==> src/rtl/regfile_2r1w_sb.sv <==
`default_nettype none
// ============================================================================
// Module   : regfile_2r1w_sb
// Purpose  : Register file with one write port, two combinational read ports,
//            an optional write-to-read bypass, an optional hard-wired zero R0,
//            and a per-register pending (scoreboard) bit. A register can be
//            reserved until its result is written back.
// Ports    : clk, reset         - rising-edge clock, async active-high reset
//            data_in, writenum,
//            write              - write port
//            readnum_a/b,
//            data_out_a/b       - combinational read ports
//            reserve, reservenum- set a pending bit on the next edge
//            pending_a/b        - pending bit of the register at readnum_a/b
//            pending_mask       - registered pending bit of every register
// Revision : 1.0 - initial release
// ============================================================================
module regfile_2r1w_sb #(
    parameter int WIDTH   = 16,
    parameter int DEPTH   = 8,
    parameter int AW      = $clog2(DEPTH),
    parameter bit BYPASS  = 1'b0,
    parameter bit ZERO_R0 = 1'b0
) (
    input  logic             clk,
    input  logic             reset,
    input  logic [WIDTH-1:0] data_in,
    input  logic [AW-1:0]    writenum,
    input  logic             write,
    input  logic [AW-1:0]    readnum_a,
    input  logic [AW-1:0]    readnum_b,
    output logic [WIDTH-1:0] data_out_a,
    output logic [WIDTH-1:0] data_out_b,
    input  logic             reserve,
    input  logic [AW-1:0]    reservenum,
    output logic             pending_a,
    output logic             pending_b,
    output logic [DEPTH-1:0] pending_mask
);

    // One extra bit so DEPTH=2**AW is representable for range compares.
    localparam logic [AW:0] c_DEPTH = (AW+1)'(DEPTH);

    logic [WIDTH-1:0] regs_q [DEPTH];
    logic [WIDTH-1:0] regs_d [DEPTH];
    logic [DEPTH-1:0] pend_q;
    logic [DEPTH-1:0] pend_d;

    // An index is usable when it names a real register and is not the
    // hard-wired zero register.
    logic w_wr_ok;
    logic w_rsv_ok;
    logic w_rd_a_ok;
    logic w_rd_b_ok;
    logic w_byp_a;
    logic w_byp_b;

    assign w_wr_ok   = ({1'b0, writenum} < c_DEPTH) &&
                       !(ZERO_R0 && (writenum == '0));
    assign w_rsv_ok  = ({1'b0, reservenum} < c_DEPTH) &&
                       !(ZERO_R0 && (reservenum == '0));
    assign w_rd_a_ok = ({1'b0, readnum_a} < c_DEPTH) &&
                       !(ZERO_R0 && (readnum_a == '0));
    assign w_rd_b_ok = ({1'b0, readnum_b} < c_DEPTH) &&
                       !(ZERO_R0 && (readnum_b == '0));

    assign w_byp_a = BYPASS && write && w_wr_ok && (writenum == readnum_a);
    assign w_byp_b = BYPASS && write && w_wr_ok && (writenum == readnum_b);

    // Next-state: the reservation is applied after the write so that a
    // same-index write+reserve leaves the register pending.
    always_comb begin
        regs_d = regs_q;
        pend_d = pend_q;
        if (write && w_wr_ok) begin
            regs_d[writenum] = data_in;
            pend_d[writenum] = 1'b0;
        end
        if (reserve && w_rsv_ok) begin
            pend_d[reservenum] = 1'b1;
        end
    end

    always_ff @(posedge clk or posedge reset) begin
        if (reset) begin
            for (int i = 0; i < DEPTH; i++) begin
                regs_q[i] <= '0;
            end
            pend_q <= '0;
        end else begin
            regs_q <= regs_d;
            pend_q <= pend_d;
        end
    end

    // Read port A. A forwarded write also reports "not pending", since the
    // value being presented is the writeback itself.
    always_comb begin
        data_out_a = '0;
        pending_a  = 1'b0;
        if (w_rd_a_ok) begin
            if (w_byp_a) begin
                data_out_a = data_in;
            end else begin
                data_out_a = regs_q[readnum_a];
                pending_a  = pend_q[readnum_a];
            end
        end
    end

    // Read port B, identical to port A.
    always_comb begin
        data_out_b = '0;
        pending_b  = 1'b0;
        if (w_rd_b_ok) begin
            if (w_byp_b) begin
                data_out_b = data_in;
            end else begin
                data_out_b = regs_q[readnum_b];
                pending_b  = pend_q[readnum_b];
            end
        end
    end

    assign pending_mask = pend_q;

endmodule
`default_nettype wire

==> config.mk <==
export PLATFORM = sky130hd
export DESIGN_NAME = regfile_2r1w_sb
export DESIGN_NICKNAME = d
export VERILOG_FILES = /design/src/rtl/regfile_2r1w_sb.sv
export SDC_FILE = /design/constraint.sdc
export NUM_CORES = 1
export LEC_CHECK = 0
export CAP_MARGIN = 15
export CORE_UTILIZATION = 52
export DETAILED_ROUTE_END_ITERATION = 6
export PLACE_DENSITY = 0.81
export SLEW_MARGIN = 40
export SYNTH_ARGS = -nofsm -noshare
export SYNTH_HDL_FRONTEND = slang
export SYNTH_SLANG_ARGS = --single-unit
==> constraint.sdc <==
create_clock -name clk -period 4.2 [get_ports clk]
set_input_delay 0.84 -clock clk [delete_from_list [all_inputs] [get_ports clk]]
set_output_delay 0.84 -clock clk [all_outputs]
set_load 0.005 [all_outputs]
=== After elaboration in Yosys (flattened, before gate mapping) ===
Index checks and enable logic that the tools add are counted.

* Bits in registers: 136
* Latch bits: 0
* RAM bits: 0
* Memory bits (read-only): 0
* Input port bits: 32
* Output and inout bits: 42
* Word-level logic and storage cells: 47
* Memories: 0

* Add/sub/neg operators: 0
* Multiply operators: 0
* Divide/modulo/power cells: 0
* Order comparisons: 10
* Eq/ne operators: 0
* Shift-type cells: 0
* Multiplexer cells: 19
* Bitwise gates (word level): 6
* Reduce and logical (&&, ||, !) cells: 3

{| class="wikitable"
|+ Operators by type and width
! cell !! number
|-
| $bwmux W128 || 1
|-
| $bmux W16 S3 || 2
|-
| $mux W16 || 5
|-
| $demux W16 S3 || 1
|-
| $lt A3 B4 Y1 const B || 4
|-
| $mux W8 || 2
|-
| $ge A4 B4 Y1 const B || 3
|-
| $not A3 Y4 || 3
|-
| $and A8 B8 Y8 || 1
|-
| $not A8 Y8 || 1
|-
| $or A8 B8 Y8 || 1
|-
| $bmux W1 S3 || 2
|-
| $demux W1 S3 || 2
|-
| $ge A3 B1 Y1 const B || 2
|-
| $lt A4 B1 Y1 const B || 1
|-
| $mux W1 || 4
|-
| $logic_and A1 B1 Y1 || 3
|}

=== Longest topological paths before layout ===
Gate-level depths: netlist (run 1).

* Depth after elaboration: 9
* Gate-level depth with buffers: 5
* Depth with buffers taken out: 2

=== Worst setup path before layout (run 1) ===
No wires, ideal clock.

* Path kind: input to output
* Start point: input readnum_b[2]
* End point: output pending_b
* Data arrival time: 1,942 ps
* Data required time: 3,360 ps
* Path slack: 1,418 ps
* Stages on the path: 5
* Path buffers: 3
* Cell sequence: buf_6 > buf_2 > buf_2 > mux4_2 > mux2_2

* Longest elaborated chain between the ends: 2

{| class="wikitable"
|+ Ends and longest elaborated chain
! element !! RTL line !! source
|-
| from (decl) || 31 || <nowiki>input logic [AW-1:0] readnum_b,</nowiki>
|-
| $bmux W1 S3 || 120 || <nowiki>pending_b = pend_q[readnum_b];</nowiki>
|-
| $mux W1 (not written as such) || 120 ||
|-
| to (decl) || 37 || <nowiki>output logic pending_b,</nowiki>
|}

Every way passes these cells. The select of a mux whose other input is x is not followed.

=== Worst setup path in the final report (run 1) ===
* Start point: input readnum_b[0]
* End point: output data_out_b[1]

* Longest elaborated chain between the ends: 4

{| class="wikitable"
|+ Ends and longest elaborated chain
! element !! RTL line !! source
|-
| $not A3 Y4 (not written as such) || 119 || <nowiki>data_out_b = regs_q[readnum_b];</nowiki>
|-
| $bmux W16 S3 || 119 ||
|-
| $mux W16 (not written as such) (2 in series) || 119 ||
|-
| to (decl) || 33 || <nowiki>output logic [WIDTH-1:0] data_out_b,</nowiki>
|}

Every way passes these cells. The select of a mux whose other input is x is not followed.

==> flow_metrics.env, run 1 <==
export IMPL_outcome="complete, no violations"
export IMPL_synth_flop_cell="dfrtp_1"
export IMPL_syn_nets=460
export IMPL_endpoint_kind="output pin"
export IMPL_syn_area_per_cell_um2=17.5
export IMPL_timing_fmax_mhz=281
export IMPL_multi_input_area_um2=3770
export IMPL_ctsLongestPathBuffers=2
export IMPL_cts_sinks=136
export IMPL_fin_setup_tns_ns=0
export IMPL_slew_violations=0
export IMPL_hp_start="regs_q[100]"
export IMPL_hold_path_cell_count=1
export IMPL_timing_rr_end="regs_q[46]"
export IMPL_die_h_um=122
export IMPL_grt_pass1_vias=4576
export IMPL_num_rows=43
export IMPL_finalHoldViolCount=0
export IMPL_netlist_instances=428
export IMPL_drtPass1Iterations=5
export IMPL_rr_startpoint="regs_q[46]"
export IMPL_ctsRootBufferMaster="clkbuf_16"
export IMPL_fp_dieArea_um2=14900
export IMPL_grt_ovfl_total=0
export IMPL_drt_wirelength_per_cell_um=23.5
export IMPL_synth_top_area_share=0.455
export IMPL_cap_viol_max_count=0
export IMPL_regToRegSetupSlack_ns=3.40
export IMPL_drt_initial_drc_count=310
export IMPL_ir_worst_vdd_v=0.000305
export IMPL_startpoint_type="input pin"
export IMPL_avgViaCountPerCell=6.31
export IMPL_crit_required_ns=3.36
export IMPL_gp_congestion=0.807
export IMPL_numCtsBuffers=17
export IMPL_cts_tree="built"
export IMPL_cts_resized=0
export IMPL_critical_path_class="in2out"
export IMPL_fin_crit_ns=3.55
export IMPL_hold_path_class="reg2reg"
export IMPL_synth_edf_count=0
export IMPL_drc=0
export IMPL_vias=4326
export IMPL_antenna_found_initial=0
export IMPL_die_w_um=122
export IMPL_r2r_cells=1
export IMPL_postRouteAntennaNets=0
export IMPL_ys_async_sr_fraction=1.00
export IMPL_rsz0062_at_grt="false"
export IMPL_cts_htree_levels=4
export IMPL_grt_util_all_layers=0.237
export IMPL_areaGrowthSynthToFinish_pct=17.9
export IMPL_core_um2=13900
export IMPL_ys_ff_latch=136
export IMPL_yosysSeqAreaShare=0.455
export IMPL_grt_pass1_wl_um=25800
export IMPL_n_antenna_cell=0
export IMPL_grt_max_degree=137
export IMPL_fillers=947
export IMPL_initial_core_util=0.537
export IMPL_regArea_um2=3400
export IMPL_timing_slew_headroom=0.433
export IMPL_synth_largest_area_cell="dfrtp_1"
export IMPL_fin_worst_skew_ns=0
export IMPL_ios=74
export IMPL_worstSkewPairLatency_ns=0.41
export IMPL_drt_total_wl_um=16200
export IMPL_dpl_hpwl_um=9770
export IMPL_finalCritPeriodShare=0.846
export IMPL_power_w=0.00428
export IMPL_final_layout_size_suffix_gt1_frac=0.482
export IMPL_syn_area_um2=7480
export IMPL_hold_buffers=0
export IMPL_p_leak_nw=3.67
export IMPL_synthTopCellsByArea="dfrtp_1, mux2_2, mux4_1, mux4_2, mux2_4"
export IMPL_power_density_nw_per_um2=485
export IMPL_synthDistinctLibCells=25
export IMPL_holdPathEnd="regs_q[100]"
export IMPL_worst_pin_slew_ns=0.847
export IMPL_fin_util=0.633
export IMPL_yosysWarnings=0
export IMPL_postCtsSetupRepairBufs=0
export IMPL_portBuffers=73
export IMPL_setup_viol=0
export IMPL_final_nets=528
export IMPL_crit_arrival_ns=2.71
export IMPL_crit_fanout=16
export IMPL_cts_reportedPaths_clkPinSlew_ns=0.05
## cells in the final DEF, fill, tap and decap left out, types with 3 or more instances in the layout
| cell | synthesis | layout |
|---|---|---|
| a32o_1 | 3 | 3 |
| buf_12 | 4 | 5 |
| and4bb_2 | 3 | 3 |
| o2bb2ai_1 | 4 | 4 |
| mux4_2 | 29 | 29 |
| buf_4 | 4 | 6 |
| mux4_1 | 38 | 38 |
| buf_2 | 14 | 4 |
| mux2_4 | 9 | 9 |
| clkbuf_8 | 0 | 3 |
| clkinv_2 | 0 | 3 |
| nor2b_1 | 3 | 3 |
| clkinvlp_4 | 0 | 5 |
| dfrtp_1 | 136 | 136 |
| clkdlybuf4s50_1 | 0 | 69 |
| mux2_2 | 153 | 153 |
| clkbuf_16 | 0 | 17 |
| inv_1 | 5 | 4 |
## Yosys cell counts (4+ instances only)
master,n
buf_2,14
dfrtp_1,136
buf_4,4
mux4_2,29
inv_1,5
mux2_2,153
buf_12,4
mux2_4,9
o2bb2ai_1,4
mux4_1,38
buf_6,7
## power breakdown
| part | internal (W) | leakage (nW) | switching [W] | total, W |
|---|---|---|---|---|
| combinational | 0.000767 | 1.78 | 0.000330 | 0.00110 |
| clock | 0.000846 | 0.259 | 0.000520 | 0.00137 |
| sequential | 0.00160 | 1.63 | 0.000217 | 0.00182 |
## sequential cells by signal, indices dropped and copies added (netlist names)
name and count:
regs_q 128, pending_mask 8
## cells by family (layout without fill, tap and decap cells)
logic type             count (synthesis)  count (layout)  synth area share
muxes                                230             230             0.472
and+or+nand+nor                       14              14            0.0199
DFF                                  136             136             0.455
buffers and inverters                 40             118            0.0433
AOI/OAI and AO/OA                      8               8           0.00986
## worst max path at each step
stage / from / endpoint / slack [ns] / cells after the start
2_1_floorplan: readnum_b[2] / pending_b / 1.42 / 5
3_3_place_gp: readnum_b[0] / data_out_b[12] / 0.63 / 5
3_5_place_dp: readnum_b[0] / data_out_b[1] / 0.62 / 5
4_1_cts: readnum_b[0] / data_out_b[1] / 0.63 / 5
5_1_grt: readnum_b[0] / data_out_b[12] / 0.58 / 5
6_report: readnum_b[0] / data_out_b[1] / 0.65 / 5
## cell type report
class	instances	share of cell area
sequential	136	0.386
tap	180	0.0255
timing repair buffer	84	0.0970
clock inverter	8	0.00850
multi-input combinational	252	0.428
clock buffer	21	0.0533
inverter	5	0.00255
## layer usage
metal / wire, um / track usage
met1: 6660 / 0.313
met2: 8540 / 0.398
met3: 769 / 0.0473
met4: 191 / 0.0718
met5: 0 / 0
## critical path, stage by stage
cell	delay (ns)
buf_2	0.32
buf_12	0.23
mux4_1	0.57
mux2_2	0.29
clkdlybuf4s50_1	0.45
## per-stage QoR
| step | hold slack (ns) | instance area, um^2 | worst slack, ns | cells |
|---|---|---|---|---|
| 2_1_floorplan | 0.485 | 7490 | 1.42 | 428 |
| 3_3_place_gp | 0.496 | 8260 | 0.634 | 657 |
| 3_5_place_dp | 0.508 | 8270 | 0.623 | 657 |
| 4_1_cts | 0.520 | 8820 | 0.632 | 686 |
| 5_1_grt | 0.538 | 8830 | 0.578 | 686 |
| 6_report | 0.516 | 8830 | 0.647 | 686 |
Note: power is estimated with default switching activity, not from simulation.
==> run 2, diff against run 1 <==
--- a/config.mk
+++ b/config.mk
@@ -6,9 +6,9 @@
 export NUM_CORES = 1
 export LEC_CHECK = 0
 export CAP_MARGIN = 15
-export CORE_UTILIZATION = 52
+export CORE_UTILIZATION = 58
 export DETAILED_ROUTE_END_ITERATION = 6
-export PLACE_DENSITY = 0.81
+export PLACE_DENSITY = 0.85
 export SLEW_MARGIN = 40
 export SYNTH_ARGS = -nofsm -noshare
 export SYNTH_HDL_FRONTEND = slang
==> constraint.sdc (replaced) <==
create_clock -name clk -period 3.3 [get_ports clk]
set_input_delay 0.66 -clock clk [delete_from_list [all_inputs] [get_ports clk]]
set_output_delay 0.66 -clock clk [all_outputs]
set_load 0.005 [all_outputs]
==> run 2 against run 1 <==
Compared with the run above:
- the run now ends with design-rule violations left
- clock power rose by 49%
- critical path type unchanged
- wire length rose by 3.2%
- worst hold slack improved by 0.0031 ns
- combinational power rose by 30%
- clock-buffer cell count rose by 4
- clock skew did not move
- sequential power rose by 27%
- non-clock buffer count rose by 9
- worst setup slack got worse by 0.45 ns
- die area fell by 10%
- register-to-register slack got worse by 0.90 ns
- via count rose by 1.4%
==> flow_metrics.env, run 2 (synthesis gave the netlist of run 1 again) <==
export IMPL_postCtsSetupRepairBufs=0
export IMPL_portBuffers=73
export IMPL_final_layout_size_suffix_gt1_frac=0.490
export IMPL_ios=74
export IMPL_layout_common_cells="mux2_2, dfrtp_1, clkdlybuf4s50_1"
export IMPL_endpoint_kind="output pin"
export IMPL_finalHoldViolCount=0
export IMPL_worst_pin_slew_ns=0.729
export IMPL_core_um2=12600
export IMPL_gp_congestion=0.755
export IMPL_num_rows=41
export IMPL_grt_ovfl_total=0
export IMPL_crit_fanout=7
export IMPL_dpl_hpwl_um=9930
export IMPL_cts_reportedPaths_clkPinSlew_ns=0.05
export IMPL_finalInstanceArea_um2=9010
export IMPL_fin_setup_tns_ns=0
export IMPL_grt_pass1_wl_um=26700
export IMPL_finalCritPeriodShare=0.941
export IMPL_drc=2
export IMPL_grt_pass1_vias=4735
export IMPL_die_h_um=116
export IMPL_slew_violations=0
export IMPL_timing_fmax_mhz=322
export IMPL_numCtsBuffers=17
export IMPL_outcome="finished with violations"
export IMPL_worstSkewPairLatency_ns=0.41
export IMPL_fin_crit_ns=3.11
export IMPL_setup_viol=0
export IMPL_mostFrequentLayoutCell="mux2_2"
export IMPL_timing_slew_headroom=0.514
export IMPL_crit_arrival_ns=2.45
export IMPL_startpoint_type="input pin"
export IMPL_fp_dieArea_um2=13400
export IMPL_ir_worst_vdd_v=0.000422
export IMPL_avgViaCountPerCell=6.36
export IMPL_n_antenna_cell=0
export IMPL_cts_sinks=136
export IMPL_crit_required_ns=2.64
export IMPL_hold_path_class="reg2reg"
export IMPL_placed_cell_area_um2=8350
export IMPL_violations="design-rule violations"
export IMPL_regToRegSetupSlack_ns=2.50
export IMPL_vias=4387
export IMPL_largest_register="regs_q"
export IMPL_initial_core_util=0.593
export IMPL_rsz0062_at_grt="false"
export IMPL_grt_max_degree=41
export IMPL_die_w_um=116
export IMPL_ctsLongestPathBuffers=2
export IMPL_drt_wirelength_per_cell_um=24.2
export IMPL_cts_htree_levels=4
export IMPL_drtPass1Iterations=7
export IMPL_fin_worst_skew_ns=0
export IMPL_postRouteAntennaNets=0
export IMPL_cts_resized=0
export IMPL_antenna_found_initial=0
export IMPL_p_leak_nw=3.78
export IMPL_cts_tree="built"
export IMPL_hold_buffers=0
export IMPL_drt_initial_drc_count=284
export IMPL_final_nets=537
export IMPL_areaGrowthSynthToFinish_pct=20.4
export IMPL_cap_viol_max_count=0
export IMPL_grt_util_all_layers=0.276
export IMPL_drt_total_wl_um=16700
export IMPL_power_density_nw_per_um2=641
export IMPL_critical_path_class="in2out"
export IMPL_largest_reg_flops=128
export IMPL_ctsRootBufferMaster="clkbuf_16"
run 2: metal layers:
| layer | GRT usage | vias up | wire, um |
|---|---|---|---|
| met3 | 0.0575 | 22 | 808 |
| li1 | - | 1877 | - |
| met2 | 0.462 | 127 | 8640 |
| met1 | 0.362 | 2361 | 6960 |
| met4 | 0.0978 | 0 | 262 |
| met5 | 0 | - | 0 |
run 2: final timing paths:
kind | from | endpoint | depth (start not counted)
max in group asynchronous | reset | regs_q[40] | 4
hold / removal | regs_q[26] | regs_q[26] | 1
min in group asynchronous | reset | regs_q[100] | 2
hold reg to reg | regs_q[26] | regs_q[26] | 1
setup reg to reg | regs_q[44] | regs_q[44] | 1
setup / recovery | readnum_b[0] | data_out_b[13] | 5
run 2: where the power goes:
part	switching [W]	leakage, nW	internal [W]
clock	0.000673	0.313	0.00136
sequential	0.000275	1.63	0.00204
combinational	0.000440	1.83	0.000988
total	0.00139	3.78	0.00439
run 2: stage by stage:
step                       util  total power, W  hold slack (ns)  instances  setup WS, ns
final                     0.714         0.00578            0.519        690         0.195
after global routing      0.714         0.00602            0.545        690         0.140
after CTS                 0.713         0.00580            0.522        689         0.175
after detailed placement  0.662         0.00373            0.510        657         0.189
after global placement    0.662         0.00365            0.493        657         0.217
after floorplan               -         0.00317            0.485        428         0.878
run 2: layout make-up:
| class | instances | area (um^2) |
|---|---|---|
| Clock inverter | 7 | 138 |
| Inverter | 5 | 22.5 |
| Timing Repair Buffer | 93 | 973 |
| Multi-Input combinational cell | 252 | 3760 |
| Clock buffer | 25 | 505 |
| Fill cell | 796 | 3600 |
| Tap cell | 172 | 215 |
| Sequential cell | 136 | 3400 |
run 2: critical path, stage by stage:
cell and delay, ns:
buf_2 0.24, buf_4 0.24, mux4_1 0.57, mux2_2 0.29, clkdlybuf4s50_1 0.45
==> run 3, diff against run 2 <==
--- a/config.mk
+++ b/config.mk
@@ -6,6 +6,8 @@
 export NUM_CORES = 1
 export LEC_CHECK = 0
 export CAP_MARGIN = 15
+export CORE_ASPECT_RATIO = 1.4
+export CORE_MARGIN = 2
 export CORE_UTILIZATION = 58
 export DETAILED_ROUTE_END_ITERATION = 6
 export PLACE_DENSITY = 0.85
==> run 3 against run 2 <==
Compared with the run above:
- the run now ends clean
- total power down 1.1%
- worst setup slack better by 0.023 ns
- die area rose by 3.6%
- register-to-register slack worse by 0.04 ns
- first-iteration DRC count is 5.6% lower
- global-route usage decreased by 0.67 points
- sequential share of layout area rose by 0.39 points
- clock power shrank 4%
- wire length increased by 4.7%
- clock-buffer cell count is 2 lower
- largest cell class unchanged
- highest routed layer unchanged
==> flow_metrics.env, run 3 (synthesis gave the netlist of run 1 again) <==
export IMPL_initial_core_util=0.587
export IMPL_crit_fanout=8
export IMPL_endpoint_kind="output pin"
export IMPL_finalHoldViolCount=0
export IMPL_switching_share=0.247
export IMPL_numCtsBuffers=17
export IMPL_largest_register="regs_q"
export IMPL_finalCritPeriodShare=0.934
export IMPL_postCtsSetupRepairBufs=0
export IMPL_placed_cell_area_um2=8320
export IMPL_drc=0
export IMPL_timing_fmax_mhz=324
export IMPL_mostFrequentLayoutCell="mux2_2"
export IMPL_internal_power_w=0.00430
export IMPL_portBuffers=73
export IMPL_grt_max_degree=137
export IMPL_final_layout_size_suffix_gt1_frac=0.482
export IMPL_ctsLongestPathBuffers=2
export IMPL_areaGrowthSynthToFinish_pct=19.2
export IMPL_core_um2=12800
export IMPL_die_w_um=100
export IMPL_startpoint_type="input pin"
export IMPL_ctsRootBufferMaster="clkbuf_16"
export IMPL_grt_pass1_vias=4997
export IMPL_crit_arrival_ns=2.42
export IMPL_fp_dieArea_um2=13800
export IMPL_seq_power_share=0.408
export IMPL_antenna_found_initial=0
export IMPL_drt_wirelength_per_cell_um=26.1
export IMPL_drt_initial_drc_count=268
export IMPL_drt_total_wl_um=17400
export IMPL_postRouteAntennaNets=0
export IMPL_fin_crit_ns=3.08
export IMPL_dpl_hpwl_um=10300
export IMPL_p_leak_nw=3.74
export IMPL_cap_viol_max_count=0
export IMPL_worst_pin_slew_ns=0.762
export IMPL_regToRegSetupSlack_ns=2.46
export IMPL_drtPass1Iterations=4
export IMPL_grt_ovfl_total=0
export IMPL_die_h_um=138
export IMPL_regArea_um2=3400
export IMPL_num_rows=49
export IMPL_gp_congestion=0.750
export IMPL_critical_path_class="in2out"
export IMPL_slew_violations=0
export IMPL_worstSkewPairLatency_ns=0.41
export IMPL_cts_reportedPaths_clkPinSlew_ns=0.05
export IMPL_dp_cells=635
export IMPL_grt_pass1_wl_um=28000
export IMPL_cts_tree="built"
export IMPL_power_density_nw_per_um2=640
export IMPL_hold_buffers=0
export IMPL_timing_slew_headroom=0.492
export IMPL_ios=74
export IMPL_stdcell_count=667
export IMPL_combPwrFrac=0.249
export IMPL_fin_worst_skew_ns=0
export IMPL_fillers=816
export IMPL_crit_required_ns=2.64
export IMPL_cts_resized=0
export IMPL_setup_viol=0
export IMPL_largest_reg_flops=128
export IMPL_finalInstanceArea_um2=8920
export IMPL_p_switching_w=0.00141
export IMPL_avgViaCountPerCell=6.70
export IMPL_vias=4469
export IMPL_hold_path_class="reg2reg"
export IMPL_grt_util_all_layers=0.270
export IMPL_final_nets=533
export IMPL_cts_htree_levels=4
export IMPL_multi_input_area_um2=3760
export IMPL_layout_common_cells="mux2_2, dfrtp_1, clkdlybuf4s50_1"
export IMPL_fin_setup_tns_ns=0
export IMPL_ir_worst_vdd_v=0.000318
export IMPL_outcome="complete, no violations"
export IMPL_rsz0062_at_grt="false"
export IMPL_cts_sinks=136
export IMPL_n_antenna_cell=0
export IMPL_clock_power_share=0.343
==> run 3: changes by cell type in the layout (fill, tap and decap cells not counted), sizes merged <==
cell and change:
buf -4, clkbuf -2, clkinv +2
==> run 3: power by group through the flow <==
stage / combinational (W) / sequential [W] / clock, W
2_1_floorplan: 0.000941 / 0.00222 / 0
3_3_place_gp: 0.00137 / 0.00228 / 0
3_5_place_dp: 0.00142 / 0.00233 / 0
4_1_cts: 0.00144 / 0.00232 / 0.00198
5_1_grt: 0.00152 / 0.00237 / 0.00206
6_report: 0.00142 / 0.00233 / 0.00196
==> run 3: cell type report <==
class / count / share of cell area
clock buffer: 23 / 0.0513
clock inverter: 9 / 0.0165
inverter: 5 / 0.00252
multi-input combinational: 252 / 0.421
sequential: 136 / 0.381
tap: 153 / 0.0215
timing repair buffer: 89 / 0.106
==> run 3: worst paths after layout <==
path / from / end / cells after the start
max: readnum_b[0] / data_out_b[15] / 5
min: regs_q[26] / regs_q[26] / 1
max reg2reg: regs_q[28] / regs_q[28] / 1
min reg2reg: regs_q[26] / regs_q[26] / 1
max in group asynchronous: reset / regs_q[58] / 3
min in group asynchronous: reset / regs_q[43] / 3
==> run 3: routing by layer <==
metal	GRT usage	share of wire	routed length [um]	vias up
met3	0.0622	0.054	938	21
met4	0.0952	0.015	257	0
li1	-	-	-	1863
met5	0	0	0	-
met1	0.356	0.40	7040	2432
met2	0.442	0.53	9210	153
==> run 3: metrics by stage <==
stage | hold slack, ns | setup slack, ns | util | power [W]
6_report | 0.515 | 0.217 | 0.700 | 0.00571
5_1_grt | 0.542 | 0.176 | 0.700 | 0.00595
4_1_cts | 0.518 | 0.216 | 0.700 | 0.00574
3_5_place_dp | 0.508 | 0.220 | 0.652 | 0.00375
3_3_place_gp | 0.494 | 0.234 | 0.652 | 0.00365
2_1_floorplan | 0.485 | 0.878 | - | 0.00317
==> run 3: worst max-delay path, stage by stage <==
cell	delay (ns)
buf_2	0.22
buf_12	0.18
mux4_4	0.62
mux2_2	0.29
clkdlybuf4s50_1	0.45
